**src/rtl/instr_fetch.sv**
```systemverilog
// Instruction fetch: owns the PC, issues single-outstanding imem word requests, buffers returns for decode.
// Latency: first out_valid two cycles after reset release or redirect with zero-wait memory.
// Backpressure: out_ready low fills the prefetch FIFO; requests stop while no slot is free.
// Optional build macro FETCH_ALIGN_CHECK_EN adds fetch_fault for misaligned redirect targets.

// Small prefetch FIFO with synchronous flush; head is read straight from storage.
module if_fifo #(
  parameter int WIDTH = 64,
  parameter int DEPTH = 2,
  parameter int AW    = (DEPTH > 1) ? $clog2(DEPTH) : 1
) (
  input  logic             clk,
  input  logic             rst,
  input  logic             flush,
  input  logic             push,
  input  logic [WIDTH-1:0] push_data,
  input  logic             pop,
  output logic [WIDTH-1:0] head_data,
  output logic [AW:0]      count
);

  logic [WIDTH-1:0] mem [DEPTH];
  logic [AW-1:0]    rd_ptr;
  logic [AW-1:0]    wr_ptr;

  assign head_data = mem[rd_ptr];

  // Pointer and occupancy tracking; flush wins over any push/pop in the same cycle.
  always_ff @(posedge clk or posedge rst) begin
    if (rst) begin
      rd_ptr <= '0;
      wr_ptr <= '0;
      count  <= '0;
    end else if (flush) begin
      rd_ptr <= '0;
      wr_ptr <= '0;
      count  <= '0;
    end else begin
      if (push) wr_ptr <= wr_ptr + AW'(1);
      if (pop)  rd_ptr <= rd_ptr + AW'(1);
      count <= count + {{AW{1'b0}}, push} - {{AW{1'b0}}, pop};
    end
  end

  // Entry storage; cleared on reset so the head reads as zero until the first push.
  always_ff @(posedge clk or posedge rst) begin
    if (rst) begin
      for (int i = 0; i < DEPTH; i++) mem[i] <= '0;
    end else if (push && !flush) begin
      mem[wr_ptr] <= push_data;
    end
  end

endmodule

module instr_fetch #(
  parameter logic [31:0] RESET_PC = 32'h0000_0000,
  parameter int          DEPTH    = 2
) (
  input  logic        clk,
  input  logic        rst,
  output logic        imem_req,
  output logic [31:0] imem_addr,
  input  logic        imem_ack,
  input  logic [31:0] imem_rdata,
  input  logic        redirect,
  input  logic [31:0] redirect_pc,
  output logic        out_valid,
  input  logic        out_ready,
  output logic [31:0] out_instr,
  output logic [31:0] out_pc,
  output logic [6:0]  opcode,
  output logic [2:0]  func3,
`ifdef FETCH_ALIGN_CHECK_EN
  output logic        fetch_fault,
`endif
  output logic [6:0]  func7
);

  localparam int AW = (DEPTH > 1) ? $clog2(DEPTH) : 1;
  localparam int CW = AW + 1;
  localparam logic [CW-1:0] DEPTH_C = CW'(DEPTH);

  typedef enum logic [1:0] {
    IDLE  = 2'd0,
    REQ   = 2'd1,
    FLUSH = 2'd2
  } state_t;

  state_t        state;
  logic [31:0]   pc;
  logic          fault_q;
  logic          misaligned;
  logic [31:0]   target_pc;
  logic          push;
  logic          pop;
  logic          busy_unacked;
  logic [CW-1:0] count;
  logic [CW-1:0] cnt_after_pop;
  logic [CW-1:0] cnt_next;
  logic [63:0]   head;

`ifdef FETCH_ALIGN_CHECK_EN
  assign misaligned  = (redirect_pc[1:0] != 2'b00);
  assign fetch_fault = fault_q;
`else
  // Low address bits are dropped: every redirect lands on a word boundary.
  logic unused_lsbs;
  assign unused_lsbs = ^redirect_pc[1:0];
  assign misaligned  = 1'b0;
`endif

  assign target_pc = {redirect_pc[31:2], 2'b00};

  // A request (or a flush wait) that has not seen its ack yet will still be acked later.
  assign busy_unacked = ((state == REQ) || (state == FLUSH)) && !imem_ack;

  assign pop  = out_valid && out_ready;
  assign push = (state == REQ) && imem_ack && !redirect;

  // Occupancy as seen after this edge; a same-cycle pop frees a slot for the next request.
  assign cnt_after_pop = count - {{AW{1'b0}}, pop};
  assign cnt_next      = cnt_after_pop + {{AW{1'b0}}, push};

  assign imem_addr = pc;
  assign out_valid = (count != '0);
  assign out_pc    = head[63:32];
  assign out_instr = head[31:0];
  assign opcode    = out_instr[6:0];
  assign func3     = out_instr[14:12];
  assign func7     = out_instr[31:25];

  if_fifo #(
    .WIDTH (64),
    .DEPTH (DEPTH),
    .AW    (AW)
  ) u_fifo (
    .clk       (clk),
    .rst       (rst),
    .flush     (redirect),
    .push      (push),
    .push_data ({pc, imem_rdata}),
    .pop       (pop),
    .head_data (head),
    .count     (count)
  );

  // Fetch control: redirect first, then the IDLE/REQ/FLUSH request sequencing.
  always_ff @(posedge clk or posedge rst) begin
    if (rst) begin
      state    <= IDLE;
      pc       <= RESET_PC;
      imem_req <= 1'b0;
      fault_q  <= 1'b0;
    end else if (redirect) begin
      if (misaligned) begin
        // No fetch from a bad target; an outstanding ack still has to be absorbed.
        fault_q  <= 1'b1;
        imem_req <= 1'b0;
        state    <= busy_unacked ? FLUSH : IDLE;
      end else begin
        fault_q <= 1'b0;
        pc      <= target_pc;
        if (busy_unacked) begin
          state    <= FLUSH;
          imem_req <= 1'b0;
        end else begin
          // Either nothing pending or the pending ack lands now and is dropped.
          state    <= REQ;
          imem_req <= 1'b1;
        end
      end
    end else begin
      case (state)
        IDLE: begin
          if (!fault_q && (cnt_after_pop < DEPTH_C)) begin
            state    <= REQ;
            imem_req <= 1'b1;
          end
        end
        REQ: begin
          if (imem_ack) begin
            pc <= pc + 32'd4;
            if (cnt_next < DEPTH_C) begin
              state    <= REQ;
              imem_req <= 1'b1;
            end else begin
              state    <= IDLE;
              imem_req <= 1'b0;
            end
          end
        end
        FLUSH: begin
          if (imem_ack) begin
            if (fault_q) begin
              state    <= IDLE;
              imem_req <= 1'b0;
            end else begin
              state    <= REQ;
              imem_req <= 1'b1;
            end
          end
        end
        default: begin
          state    <= IDLE;
          imem_req <= 1'b0;
        end
      endcase
    end
  end

endmodule

```
**config.mk**
```make
export PLATFORM = sky130hd
export DESIGN_NAME = instr_fetch
export DESIGN_NICKNAME = d
export VERILOG_FILES = /design/src/rtl/instr_fetch.sv
export SDC_FILE = /design/constraint.sdc
export NUM_CORES = 1
export LEC_CHECK = 0
export ABC_AREA = 0
export CORE_MARGIN = 2
export CORE_UTILIZATION = 50
export CTS_BUF_LIST = sky130_fd_sc_hd__clkbuf_16
export CTS_CLUSTER_DIAMETER = 50
export DETAILED_ROUTE_END_ITERATION = 12
export PLACE_DENSITY = 0.8
export SLEW_MARGIN = 10
export SYNTH_ARGS = -nofsm -noshare
export SYNTH_HDL_FRONTEND = slang
export SYNTH_SLANG_ARGS = --single-unit
```
**constraint.sdc**
```tcl
create_clock -name clk -period 6.64 [get_ports clk]
set_input_delay 1.328 -clock clk [delete_from_list [all_inputs] [get_ports clk]]
set_output_delay 1.328 -clock clk [all_outputs]
set_load 0.005 [all_outputs]
```
# == Yosys cells after proc, flatten, opt, wreduce, memory -nomap -nowiden ==
# Cells that the tools add are included.
# W data, S select, Z words.
# op_classes
add_sub_neg,7
bitwise_logic,2
reduce_logical,17
mux,28
eq_ne,5
n_lt_le_gt_ge,5
# op_table
operator,n
$mux W64,4
$bwmux W128,1
$mux W32,3
$demux W64 S1,1
$add A32 B3 Y32 const B,1
$mux W2,6
$mux W1,11
$reduce_bool A2 Y1,5
$ne A3 B3 Y1 const B,3
$logic_and A1 B1 Y1,6
$pmux W2 S3,1
$add A2 B1 Y2,2
$ge A2 B2 Y1 const B,2
$lt A2 B2 Y1 const B,2
$not A1 Y2,2
$sub A2 B1 Y2,2
$pmux W1 S3,1
$reduce_and A3 Y1,1
$add A1 B1 Y1 const B,2
$eq A2 B1 Y1 const B,1
$eq A2 B2 Y1 const B,1
$logic_not A1 Y1,2
$logic_not A2 Y1,1
$lt A2 B1 Y1 const B,1
other kinds (2),2
# word_totals
ff_bits,167
input_bits,69
out_inout_bits,115

# == Longest topological paths before layout ==
# depth
word_depth,9
depth_mapped,7
mapped_depth_nobuf,7

# == By module ==
# Synthesis repeated with hierarchy kept, for this count alone.
# hier_totals
cells_unflattened,605
hier_area_um2,8199.1
# modules_own_cells
mod,area_per_inst_um2,seq_area_each_um2,n_inst,cells_each
if_fifo,6052.1,3303.2,1,359
instr_fetch,2147.1,800.8,1,246

# == Least setup slack after synthesis ==
# OpenSTA, ideal clock, no wires.
# synth_timing
path_kind,register to output
startpoint,register u_fifo.rd_ptr
endpoint,output out_instr[0]
required_ns,5.312
n_path_buf,3
arrival_time_ns,1.452
stages_incl_launch_ff,5
path_slack_ns,3.860
cell_sequence,dfrtp_1 clkbuf_1 clkbuf_1 mux2_2 buf_4
# synth_between
elab_chain_len,4
# synth_lines
element,line_no,text
from (decl),23,logic [AW-1:0] rd_ptr;
from (signal assigned),40,if (pop) rd_ptr <= rd_ptr + AW'(1);
$not A1 Y2 (not written as such),26,assign head_data = mem[rd_ptr];
$mux W64 (not written as such) (3 in series),26,
to (decl),70,"output logic [31:0] out_instr,"
# Every way passes these cells. The select of a mux whose other input is x is not followed.

# == Worst setup path after layout ==
# layout_timing
startpoint,register u_fifo.rd_ptr
endpoint,output out_pc[27]
# layout_between
elab_chain_len,4
# layout_lines
element,line_no,text
$not A1 Y2 (not written as such),26,
$mux W64 (not written as such) (3 in series),26,
to (decl),71,"output logic [31:0] out_pc,"
# Every way passes these cells. The select of a mux whose other input is x is not followed.

==> flow_metrics.tcl <==
set metrics [dict create \
    fin_crit_sh_pct 56.2 \
    synth_top_area_share_pct 52.0 \
    syn_inst 608 \
    combPwrFrac_pct 41.6 \
    hpwlAfterDp_um 11300 \
    seq_area_um2 4010 \
    p_sw_share_pct 27.6 \
    cts_buffer_depth 2 \
    crit_path_cell_trace "buf_4, mux2_2, clkdlybuf4s50_1" \
    arrival_ns 2.40 \
    crit_required_ns 5.31 \
    seq_power_share_pct 36.5 \
    r2r-end "u_fifo.mem[70]" \
    path_buf_inv 2 \
    multi_input_area_um2 3350 \
    cts.sinks 160 \
    die_h_um 128 \
    synth_cell_types 49 \
    synth_top_area_cell "dfrtp_1" \
    drc 0 \
    vias 5322 \
    grt_pass1_wl_um 28400 \
    gr-usage-all-layers_pct 22.2 \
    syn_area_per_cell_um2 12.7 \
    pin_count 184 \
    max_slew_margin_pct 36.0 \
    die_area_um2 16400 \
    synthToLayoutAreaGrowth_pct 30.2 \
    grt_pass1_vias 5581 \
    postCtsHoldBufs 0 \
    wire_per_inst_um 18.4 \
    synthArstFlopShare_pct 100 \
    synth_edf_count 0 \
    viasPerCell 5.56 \
    drive_gt1_share_pct 29.7 \
    gp_congestion 0.826 \
    coreArea_um2 15100 \
    path_class "register to output pin" \
    n_fill_cell 1091 \
    hold_path_depth 1 \
    cp-end-kind "output pin" \
    timing.rr.start "state[1]" \
    power_leakage_nw 4.14 \
    min_from "u_fifo.mem[21]" \
    cts-htree-levels 4 \
    drv_cap 0 \
    grt_start_max_net_pins 109 \
    fin_setup_tns_ns 0 \
    cts-resized-gates 0 \
    synth_area_leaders "dfrtp_1, mux2_2, buf_4" \
    ir_drop_v 0.000191 \
    hold_slack_ns 0.501 \
    min_path_type "register to register" \
    reg2regPathDepth 6 \
    path_max_fanout 63 \
    drt_wl_total_um 17700 \
    ys.flop_type "dfrtp_1" \
    finalCriticalPeriod_ns 3.73 \
    internal_power_w 0.00319 \
    drtPass1Iterations 6 \
    cts-root-buf "clkbuf_16" \
    start_util_pct 50.8 \
    ys_ff_latch 160 \
    p_switching_w 0.00122 \
    cts_tree "built" \
    synth_warnings 0 \
    crit_path_top_delay_cell "buf_4" \
    critPathLaunchType "register" \
    clock_skew_ns 0.00921 \
    tightest_slew_ns 0.961 \
    antenna_left 0 \
    final_max_slew_viol_count 0 \
    antennaDiodeCount 0 \
    cp_top_family "buffers and inverters" \
    insertion_delay_ns 0.42 \
    drtIter0Drc 241 \
    synth_seq_area_share_pct 52.0 \
    setup_viol 0 \
    clkPwrFrac_pct 21.9 \
    rsz0062_at_grt "false" \
    hold_viol 0 \
    reg2reg_slack_ns 4.07 \
    synthesis.area_um2 7700 \
    die_x_um 128 \
    hold_end "u_fifo.mem[21]" \
    max_clock_freq_ghz 0.268 \
    overflow 0 \
    numPortBuffers 177 \
    grt_antenna_before_repair 0 \
    numCtsBuffers 17 \
    slowest_delay_ns 0.72 \
    std_cell_rows 45 \
    nNetsFinal 833 \
    clkTransAtPathRegs_ns 0.06 \
    status "completed" \
    cts_setup_buffers 0 \
    p_per_area_nw_per_um2 440 \
]
==> cell usage after synthesis (all sizes together), types with 2 or more instances <==
library cell and n:
inv 13, dlygate4sd1 2, o31ai 12, ha 7
nand4 11, nand3 12, xnor2 14, nand2 28
and2 3, clkbuf 18, o31a 2, nor2b 2
o21ai 16, and4 4, nor3 4, or3 4
dfrtp 160, or4 13, a31oi 14, buf 34
nor2 25, nor4 5, xor2 3, mux2 186
==> how the worst max path moves through the flow <==
stage,to,cells after the start,from,slack (ns)
floorplan,imem_addr[10],1,rst,0.99
global placement,u_fifo.mem[93],5,imem_ack,3.01
detailed placement,u_fifo.mem[57],5,imem_ack,2.93
CTS,out_instr[1],3,u_fifo.rd_ptr,2.89
global route,out_instr[1],3,u_fifo.rd_ptr,2.81
finish,out_pc[27],3,u_fifo.rd_ptr,2.91
==> kinds of logic (layout without fill, tap and decap cells) <==
logic type / Yosys count / in the layout / share of synthesized area (%)
compound gates: 51 / 51 / 4.32
xor+xnor: 17 / 17 / 1.93
fa+ha+maj: 7 / 7 / 1.14
buf+inv: 67 / 226 / 4.76
flops: 160 / 160 / 52.0
mux: 187 / 187 / 27.3
other cells: 1 / 4 / 0.0487
simple gates: 118 / 118 / 8.47
==> final cells by class <==
class	count	area share, %
repair buffers	181	18.0
clock inverters	15	1.50
clock buffers	17	4.24
flip-flops and latches	160	39.9
well taps	188	2.35
inverters	13	0.537
multi-input cells	384	33.5
==> per-stage QoR <==
stage | util [%] | worst slack [ns] | total power, W | instances | area (um^2)
6_report | 66.2 | 2.91 | 0.00442 | 958 | 10000
5_1_grt | 66.2 | 2.81 | 0.00468 | 958 | 10000
4_1_cts | 66.2 | 2.89 | 0.00445 | 958 | 10000
3_5_place_dp | 62.4 | 2.93 | 0.00347 | 926 | 9450
3_3_place_gp | 62.4 | 3.01 | 0.00338 | 926 | 9450
2_1_floorplan | - | 0.992 | 0.00260 | 611 | 7710
==> metal layers <==
metal  GRT usage [%]  routed length [um]  share of wire (%)
met5               0                   0                  0
met4            7.05                 263                1.5
met3            6.76                1080                6.1
met2            37.5                8770                 50
met1            27.3                7530                 43
==> power by group through the flow <==
stage | Clock, W | Combinational (W) | Sequential, W
after global routing | 0.00103 | 0.00199 | 0.00166
after detailed placement | 0 | 0.00185 | 0.00163
after floorplan | 0 | 0.00106 | 0.00155
after CTS | 0.000978 | 0.00186 | 0.00161
after global placement | 0 | 0.00180 | 0.00158
final | 0.000966 | 0.00184 | 0.00161
==> state kept, by name (all words and copies together), names as in the netlist <==
| name | flops |
|---|---|
| u_fifo.rd_ptr | 1 |
| u_fifo.wr_ptr | 1 |
| u_fifo.mem | 124 |
| imem_addr | 30 |
| state | 2 |
| u_fifo.count | 2 |
==> cell usage in the layout, fill, tap and decap left out, drive strengths merged, types with 2 or more instances in the layout <==
cell / Yosys / final
mux2: 186 / 186
clkdlybuf4s50: 0 / 177
dfrtp: 160 / 160
nand2: 28 / 28
nor2: 25 / 25
clkbuf: 18 / 17
o21ai: 16 / 16
inv: 13 / 15
a31oi: 14 / 14
xnor2: 14 / 14
or4: 13 / 13
o31ai: 12 / 12
nand3: 12 / 12
nand4: 11 / 11
clkinv: 0 / 10
ha: 7 / 7
nor4: 5 / 5
and4: 4 / 4
conb: 1 / 4
buf: 34 / 4
or3: 4 / 4
nor3: 4 / 4
and2: 3 / 3
xor2: 3 / 3
bufinv: 0 / 3
nor2b: 2 / 2
o31a: 2 / 2
Note: power is estimated with default switching activity, not from simulation.
